$ cat config.mk
export PLATFORM = sky130hd
export DESIGN_NAME = mmio_data_mem_flat
export DESIGN_NICKNAME = d
export VERILOG_FILES = /design/src/rtl/mmio_data_mem_if.sv /design/src/rtl/mmio_data_mem.sv /design/src/flat_wrapper.sv
export SDC_FILE = /design/constraint.sdc
export NUM_CORES = 2
export LEC_CHECK = 0
export BUFFER_PORTS_ARGS = -buffer_cell sky130_fd_sc_hd__buf_2
export CORE_AREA = 2 2 506 508
export CTS_CLUSTER_DIAMETER = 50
export CTS_CLUSTER_SIZE = 8
export DETAILED_ROUTE_END_ITERATION = 12
export DIE_AREA = 0 0 508 510
export MAX_ROUTING_LAYER = met4
export PLACE_DENSITY = 0.47
export SYNTH_ARGS = -nofsm -noshare
export SYNTH_HDL_FRONTEND = slang
export SYNTH_SLANG_ARGS = --single-unit
$ cat constraint.sdc
create_clock -name CLK -period 5.5 [get_ports CLK]
set_clock_uncertainty 0.15 [all_clocks]
set_input_delay 1.375 -clock CLK [delete_from_list [all_inputs] [get_ports CLK]]
set_output_delay 1.375 -clock CLK [all_outputs]
set_load 0.02 [all_outputs]
$ cat src/rtl/mmio_data_mem_if.sv
// Load/store bus between the CPU memory stage and the data memory.
// The master drives one request per cycle; the slave answers one cycle later.
interface mmio_data_mem_if #(
   parameter int ADDR_W = 8
);
   logic [ADDR_W-1:0] address;
   logic              read_en;
   logic              write_en;
   logic [1:0]        byte_en;
   logic [15:0]       input_data;
   logic [15:0]       output_data;
   logic              read_valid;
   logic              access_fault;

   modport master (
      output address, read_en, write_en, byte_en, input_data,
      input  output_data, read_valid, access_fault
   );

   modport slave (
      input  address, read_en, write_en, byte_en, input_data,
      output output_data, read_valid, access_fault
   );
endinterface

$ cat src/rtl/mmio_data_mem.sv
// Byte-addressed data RAM with a 32-byte memory-mapped I/O window.
// 16-bit big-endian accesses; each byte lane decodes independently.
module mmio_data_mem #(
   parameter int ADDR_W  = 8,
   parameter int IO_BASE = 'h40,
   parameter int SW_W    = 16,
   parameter int BTN_W   = 5
) (
   input  logic             CLK,
   input  logic             RST,
   mmio_data_mem_if.slave   bus,
   input  logic [SW_W-1:0]  SW,
   input  logic [BTN_W-1:0] BTNS,
   output logic [31:0]      SSEG_VALUE,
   output logic [15:0]      LED
);
   localparam int BANK_W     = ADDR_W - 1;
   localparam int BANK_DEPTH = 1 << BANK_W;
   localparam logic [ADDR_W-1:0] IO_BASE_A = ADDR_W'(IO_BASE);

   // Lane 1 is the high byte at address, lane 0 the low byte at address+1.
   logic [1:0][ADDR_W-1:0] lane_addr;
   logic [1:0][4:0]        lane_off;
   logic [1:0][7:0]        lane_wdata;
   logic [1:0][7:0]        lane_io_rd;
   logic [1:0]             lane_io;
   logic [1:0]             lane_ro;
   logic [1:0]             lane_we;
   logic [1:0]             lane_ram_we;
   logic [1:0]             lane_edge_hit;
   logic                   wr_ok;

   logic [SW_W-1:0]  sw_s1_q, sw_s1_d, sw_s2_q, sw_s2_d;
   logic [BTN_W-1:0] btn_s1_q, btn_s1_d, btn_s2_q, btn_s2_d;
   logic [BTN_W-1:0] btn_prev_q, btn_prev_d, btn_edge_q, btn_edge_d;
   logic [31:0]      sseg_q, sseg_d;
   logic [15:0]      led_q, led_d;
   logic             rd_valid_q, rd_valid_d;
   logic             fault_q, fault_d;
   logic [1:0]       rd_io_q, rd_io_d;
   logic [15:0]      rd_io_byte_q, rd_io_byte_d;
   logic             rd_swap_q, rd_swap_d;

   logic [7:0]        ram_even [BANK_DEPTH];
   logic [7:0]        ram_odd  [BANK_DEPTH];
   logic [7:0]        ram_even_rd_q, ram_odd_rd_q;
   logic [BANK_W-1:0] even_idx, odd_idx;
   logic              even_we, odd_we;
   logic [7:0]        even_wdata, odd_wdata;
   logic              a_odd;

   function automatic logic [7:0] io_read(
      input logic [4:0]       off,
      input logic [31:0]      sseg,
      input logic [15:0]      led,
      input logic [SW_W-1:0]  sw,
      input logic [BTN_W-1:0] btn,
      input logic [BTN_W-1:0] edges
   );
      logic [15:0] sw_ext;
      sw_ext = 16'(sw);
      case (off)
         5'h00:   return sseg[31:24];
         5'h01:   return sseg[23:16];
         5'h02:   return sseg[15:8];
         5'h03:   return sseg[7:0];
         5'h04:   return led[15:8];
         5'h05:   return led[7:0];
         5'h0E:   return sw_ext[15:8];
         5'h0F:   return sw_ext[7:0];
         5'h11:   return 8'(btn);
         5'h13:   return 8'(edges);
         default: return 8'h00;
      endcase
   endfunction

   assign wr_ok        = bus.write_en & ~bus.read_en;
   assign lane_addr[1] = bus.address;
   assign lane_addr[0] = bus.address + ADDR_W'(1);
   assign lane_wdata   = bus.input_data;

   genvar gi;
   generate
      for (gi = 0; gi < 2; gi++) begin : g_lane
         assign lane_io[gi]  = lane_addr[gi][ADDR_W-1:5] == IO_BASE_A[ADDR_W-1:5];
         assign lane_off[gi] = lane_addr[gi][4:0];
         // Synchronised inputs and the edge register (0x0E-0x13) are read-only.
         assign lane_ro[gi]       = lane_io[gi] && (lane_off[gi] >= 5'h0E) && (lane_off[gi] <= 5'h13);
         assign lane_we[gi]       = wr_ok & bus.byte_en[gi];
         assign lane_ram_we[gi]   = lane_we[gi] & ~lane_io[gi] & ~RST;
         assign lane_edge_hit[gi] = bus.read_en & lane_io[gi] & (lane_off[gi] == 5'h13);
         assign lane_io_rd[gi]    = io_read(lane_off[gi], sseg_q, led_q, sw_s2_q, btn_s2_q, btn_edge_q);
      end
   endgenerate

   always_comb begin
      sw_s1_d    = SW;
      sw_s2_d    = sw_s1_q;
      btn_s1_d   = BTNS;
      btn_s2_d   = btn_s1_q;
      btn_prev_d = btn_s2_q;
      // A fresh edge on the clearing edge survives: set has priority over clear.
      btn_edge_d = (btn_edge_q & ~{BTN_W{|lane_edge_hit}}) | (btn_s2_q & ~btn_prev_q);

      sseg_d = sseg_q;
      led_d  = led_q;
      for (int ln = 0; ln < 2; ln++) begin
         if (lane_we[ln] && lane_io[ln]) begin
            for (int k = 0; k < 4; k++) begin
               if (lane_off[ln] == 5'(k)) begin
                  sseg_d[31-8*k -: 8] = lane_wdata[ln];
               end
            end
            if (lane_off[ln] == 5'h04) begin
               led_d[15:8] = lane_wdata[ln];
            end
            if (lane_off[ln] == 5'h05) begin
               led_d[7:0] = lane_wdata[ln];
            end
         end
      end

      rd_valid_d   = bus.read_en;
      fault_d      = (bus.read_en & bus.write_en) | (|(lane_we & lane_ro));
      rd_io_d      = rd_io_q;
      rd_io_byte_d = rd_io_byte_q;
      rd_swap_d    = rd_swap_q;
      if (bus.read_en) begin
         rd_io_d      = lane_io;
         rd_io_byte_d = lane_io_rd;
         rd_swap_d    = bus.address[0];
      end
   end

   always_ff @(posedge CLK or posedge RST) begin
      if (RST) begin
         sw_s1_q      <= '0;
         sw_s2_q      <= '0;
         btn_s1_q     <= '0;
         btn_s2_q     <= '0;
         btn_prev_q   <= '0;
         btn_edge_q   <= '0;
         sseg_q       <= '0;
         led_q        <= '0;
         rd_valid_q   <= 1'b0;
         fault_q      <= 1'b0;
         rd_io_q      <= 2'b11;
         rd_io_byte_q <= '0;
         rd_swap_q    <= 1'b0;
      end else begin
         sw_s1_q      <= sw_s1_d;
         sw_s2_q      <= sw_s2_d;
         btn_s1_q     <= btn_s1_d;
         btn_s2_q     <= btn_s2_d;
         btn_prev_q   <= btn_prev_d;
         btn_edge_q   <= btn_edge_d;
         sseg_q       <= sseg_d;
         led_q        <= led_d;
         rd_valid_q   <= rd_valid_d;
         fault_q      <= fault_d;
         rd_io_q      <= rd_io_d;
         rd_io_byte_q <= rd_io_byte_d;
         rd_swap_q    <= rd_swap_d;
      end
   end

   // Even/odd banks let an unaligned 16-bit access touch two bytes in one cycle.
   assign a_odd      = bus.address[0];
   assign odd_idx    = bus.address[ADDR_W-1:1];
   assign even_idx   = a_odd ? lane_addr[0][ADDR_W-1:1] : lane_addr[1][ADDR_W-1:1];
   assign even_we    = a_odd ? lane_ram_we[0] : lane_ram_we[1];
   assign even_wdata = a_odd ? lane_wdata[0]  : lane_wdata[1];
   assign odd_we     = a_odd ? lane_ram_we[1] : lane_ram_we[0];
   assign odd_wdata  = a_odd ? lane_wdata[1]  : lane_wdata[0];

   always_ff @(posedge CLK) begin
      if (even_we) begin
         ram_even[even_idx] <= even_wdata;
      end
      if (bus.read_en) begin
         ram_even_rd_q <= ram_even[even_idx];
      end
   end

   always_ff @(posedge CLK) begin
      if (odd_we) begin
         ram_odd[odd_idx] <= odd_wdata;
      end
      if (bus.read_en) begin
         ram_odd_rd_q <= ram_odd[odd_idx];
      end
   end

   assign bus.output_data = {
      rd_io_q[1] ? rd_io_byte_q[15:8] : (rd_swap_q ? ram_odd_rd_q : ram_even_rd_q),
      rd_io_q[0] ? rd_io_byte_q[7:0]  : (rd_swap_q ? ram_even_rd_q : ram_odd_rd_q)
   };
   assign bus.read_valid   = rd_valid_q;
   assign bus.access_fault = fault_q;
   assign SSEG_VALUE       = sseg_q;
   assign LED              = led_q;
endmodule

$ cat src/flat_wrapper.sv
// flat-port wrapper written by rule: the top's interface ports become plain ports
module mmio_data_mem_flat 
#(
   parameter int ADDR_W  = 8,
   parameter int IO_BASE = 'h40,
   parameter int SW_W    = 16,
   parameter int BTN_W   = 5
)
  (CLK, RST, SW, BTNS, SSEG_VALUE, LED, bus_address, bus_read_en, bus_write_en, bus_byte_en, bus_input_data, bus_output_data, bus_read_valid, bus_access_fault);
  mmio_data_mem_if #(.ADDR_W(ADDR_W)) bus_i ();
  input  logic CLK;
  input  logic RST;
  input  logic [SW_W-1:0] SW;
  input  logic [BTN_W-1:0] BTNS;
  output logic [31:0] SSEG_VALUE;
  output logic [15:0] LED;
  input wire logic [$bits(bus_i.address)-1:0] bus_address;
  input wire logic [$bits(bus_i.read_en)-1:0] bus_read_en;
  input wire logic [$bits(bus_i.write_en)-1:0] bus_write_en;
  input wire logic [$bits(bus_i.byte_en)-1:0] bus_byte_en;
  input wire logic [$bits(bus_i.input_data)-1:0] bus_input_data;
  output wire logic [$bits(bus_i.output_data)-1:0] bus_output_data;
  output wire logic [$bits(bus_i.read_valid)-1:0] bus_read_valid;
  output wire logic [$bits(bus_i.access_fault)-1:0] bus_access_fault;
  assign bus_i.address = bus_address;
  assign bus_i.read_en = bus_read_en;
  assign bus_i.write_en = bus_write_en;
  assign bus_i.byte_en = bus_byte_en;
  assign bus_i.input_data = bus_input_data;
  assign bus_output_data = bus_i.output_data;
  assign bus_read_valid = bus_i.read_valid;
  assign bus_access_fault = bus_i.access_fault;
  mmio_data_mem #(.ADDR_W(ADDR_W), .IO_BASE(IO_BASE), .SW_W(SW_W), .BTN_W(BTN_W)) u_core (.CLK(CLK), .RST(RST), .bus(bus_i), .SW(SW), .BTNS(BTNS), .SSEG_VALUE(SSEG_VALUE), .LED(LED));
endmodule
==> flow_summary.yaml <==
status:
  status: "finished, final reports clean"
finish:
  most-common-layout-cells: "edfxtp_1, nand2_1, clkbuf_16"
  final_nets: 6184
  final_common_cell: "edfxtp_1"
  syn2layout_area_growth_pct: 20.52
  layout-drive-gt1-share_pct: 17.62
  utilization_pct: 40.78
  fin_cells: 9613
power:
  p_total_uw: 40420
  total_leakage_power_uw: 0.03520
  powerDensity_mw_per_mm2: 391.1
  ir_worst_vdd_uv: 287.4
cts:
  post_cts_buffers: 0
  insertion_delay_ns: 0.99
  cts_root_buf: "clkbuf_16"
  cts-resized-gates: 0
  postCtsHoldBufs: 0
  path_clk_slew_ns: 0.05
  cts_tree: "built"
  cts.sinks: 2185
  cts_buffers: 342
  clockBufferDepth: 4
  htreeDepth: 5
global_route:
  gr-total-overflow: 0
  grt_start_max_net_pins: 108
  grt_first_pass_wirelength_um: 402700
  grt_antenna_before_repair: 14
  grt_use_total_pct: 22.36
  grt_pass1_vias: 51800
min_path:
  worstHoldStart: "u_core.sw_s1_q[14]"
  hold_path_depth: 0
  hold_end: "u_core.sw_s2_q[14]"
  hold_class: "reg2reg"
detailed_routing:
  drt_iter0_markers: 6917
  routed-via-count: 53340
  viasPerCell: 5.548
  firstDrtPassIters: 8
  routed_wl_um: 286500
  top_layer: "met4"
  routedWlPerCell_um: 29.80
  drtAntennaViolNets: 0
  wl_met3_um: 23460
  route.met2.wl_um: 128500
  met1_length_um: 128000
  drc: 0
synth:
  ys_types: 84
  synth_compound_area_share_pct: 8.702
  yosys.area_share.simple_pct: 7.221
  ys.flop_type: "edfxtp_1"
  netlist_area_sq_mm: 0.08577
  synth_fa_ha_area_share_pct: 0.08753
  async_flop_share_pct: 5.538
  avgSynthCellArea_sq_um: 15.98
  synth_edf_count: 2064
  synth_top_family_by_area: "compound AO/OA/AOI/OAI gates"
  synthMuxAreaShare_pct: 6.028
  ys_warn_count: 0
  yosysSeqAreaShare_pct: 75.80
  synthCells: 5368
  synth-xor-area-share_pct: 0.07440
  ys_seq_elements: 2185
die:
  die_y_um: 510
  die_w_um: 508
  die-area_sq_mm: 0.2591
  rows: 185
  start_util_pct: 33.84
  core_region_area_sq_mm: 0.2535
  ios: 117
critical_path:
  reg2reg_depth: 7
  rrSetupSlack_ns: 2.43
  worstSetupPathType: "in2reg"
  max_stage_delay_ns: 0.75
  arrival_ns: 5.23
  start_kind: "input pin"
  required_ns: 6.09
  path_depth: 14
  cp_num_buf_inv: 5
  critPathMaxFanout: 42
  critPathMostFrequentCell: "buf_4"
  r2r_end: "u_core.ram_odd_rd_q[1]"
  crit_chain: "buf_6, ha_1, buf_4, a21bo_2, buf_4, and2_4, buf_12, buf_4, nand2_1, nand3_1, nand4_1, a22o_1, nor4_1, or4_1"
  cpMaxStageDelayCell: "nor4_1"
  critical_path.top_delay_family: "simple AND/OR/NAND/NOR gates"
  end_kind: "register"
  reg2reg_from: "u_core.ram_odd[63][1]"
placed_design:
  io_buffers: 116
  dp_cells: 9149
  place.detailed.hpwl_um: 184900
  gp_congestion: 0.8797
sta:
  relSlewSlack_pct: 15.30
  holdWs_ns: 0.1937
  worst_pin_slew_ns: 1.257
  slew_viol_final: 0
  min_period_ns: 4.635
  hold_viol: 0
  rsz0062_at_grt: "no"
  setup_violations: 0
  finalCritPeriodShare_pct: 84.28
  fmax_mhz: 215.7
  finalSetupTns_ns: 0
run:
  drv_cap: 0
[metrics by stage]
step | setup slack, ns | area, sq um
final | 0.8645 | 103400
after global routing | 0.7458 | 103300
after CTS | 0.8915 | 103300
after detailed placement | -0.05784 | 93850
after global placement | 0.001949 | 93850
after floorplan | 0.5314 | 86720
[synth_stat cells, drive strengths merged (12+ instances only)]
master	number	share of area, %
buf	231	1.5
mux2	70	0.92
or4	12	0.11
nor3	15	0.11
nor4	16	0.12
a31oi	99	0.72
nand2	684	3.0
o211ai	16	0.14
nand4	69	0.52
a222oi	14	0.16
dfrtp	119	3.5
edfxtp	2064	72
nor2	324	1.4
mux2i	216	2.5
a22o	78	0.80
a221o	15	0.18
nor2b	22	0.16
a32oi	73	0.75
and3	29	0.22
a221oi	130	1.3
o22ai	18	0.13
a21oi	94	0.55
and2	15	0.11
clkbuf	113	0.50
inv	15	0.066
a211oi	13	0.11
o21ai	146	0.86
a22oi	233	2.0
nand2b	16	0.12
mux4	98	2.6
nand3	191	1.1
[flip-flops by register name, summed over array words and instances, names as in the netlist, 8 cells and up]
signal and flops:
u_core.LED 16, u_core.SSEG_VALUE 32, u_core.ram_even 1024, u_core.ram_even_rd_q 8, u_core.ram_odd 1024, u_core.ram_odd_rd_q 8, u_core.rd_io_byte_q 16, u_core.sw_s1_q 16
u_core.sw_s2_q 16
[layer usage]
layer / global-route usage (%) / up-vias
li1: - / 22530
met1: 31.91 / 27860
met2: 32.91 / 2542
met3: 4.087 / 400
met4: 5.680 / 0
met5: - / -
[power breakdown]
part           switching (uW)  internal [uW]  leakage [uW]
combinational            2040            872        0.0103
clock                    7070          11700       0.00462
sequential                123          18600        0.0203
[cell type report]
class                      instances  area (sq um)
multi-input combinational       3079         20100
clock inverter                    50         571.8
sequential                      2185         65010
fill                           23150        150100
tap                             3366          4212
clock buffer                     404          8916
antenna                           10         25.02
timing repair buffer             504          4474
inverter                          15         58.81
[kinds of logic (layout without fill, tap and decap cells)]
kind of cell,after synthesis,after routing
mux,384,384
simple gates,1414,1414
buf+inv,359,973
xor+xnor,3,3
fa+ha+maj,6,6
compound gates,1016,1016
other cells,1,266
flops,2185,2185
[how the worst max path moves through the flow]
stage	from	to	slack, ns
final	bus_address[1]	u_core.ram_even_rd_q[2]	0.86
after CTS	bus_address[1]	u_core.ram_even_rd_q[2]	0.89
after global routing	bus_address[1]	u_core.ram_even_rd_q[2]	0.75
after global placement	bus_address[1]	u_core.ram_even_rd_q[2]	0.002
after detailed placement	bus_address[1]	u_core.ram_even_rd_q[5]	-0.06
after floorplan	bus_address[1]	u_core.ram_even[77][0]	0.53
Note: power is estimated with default switching activity, not from simulation.
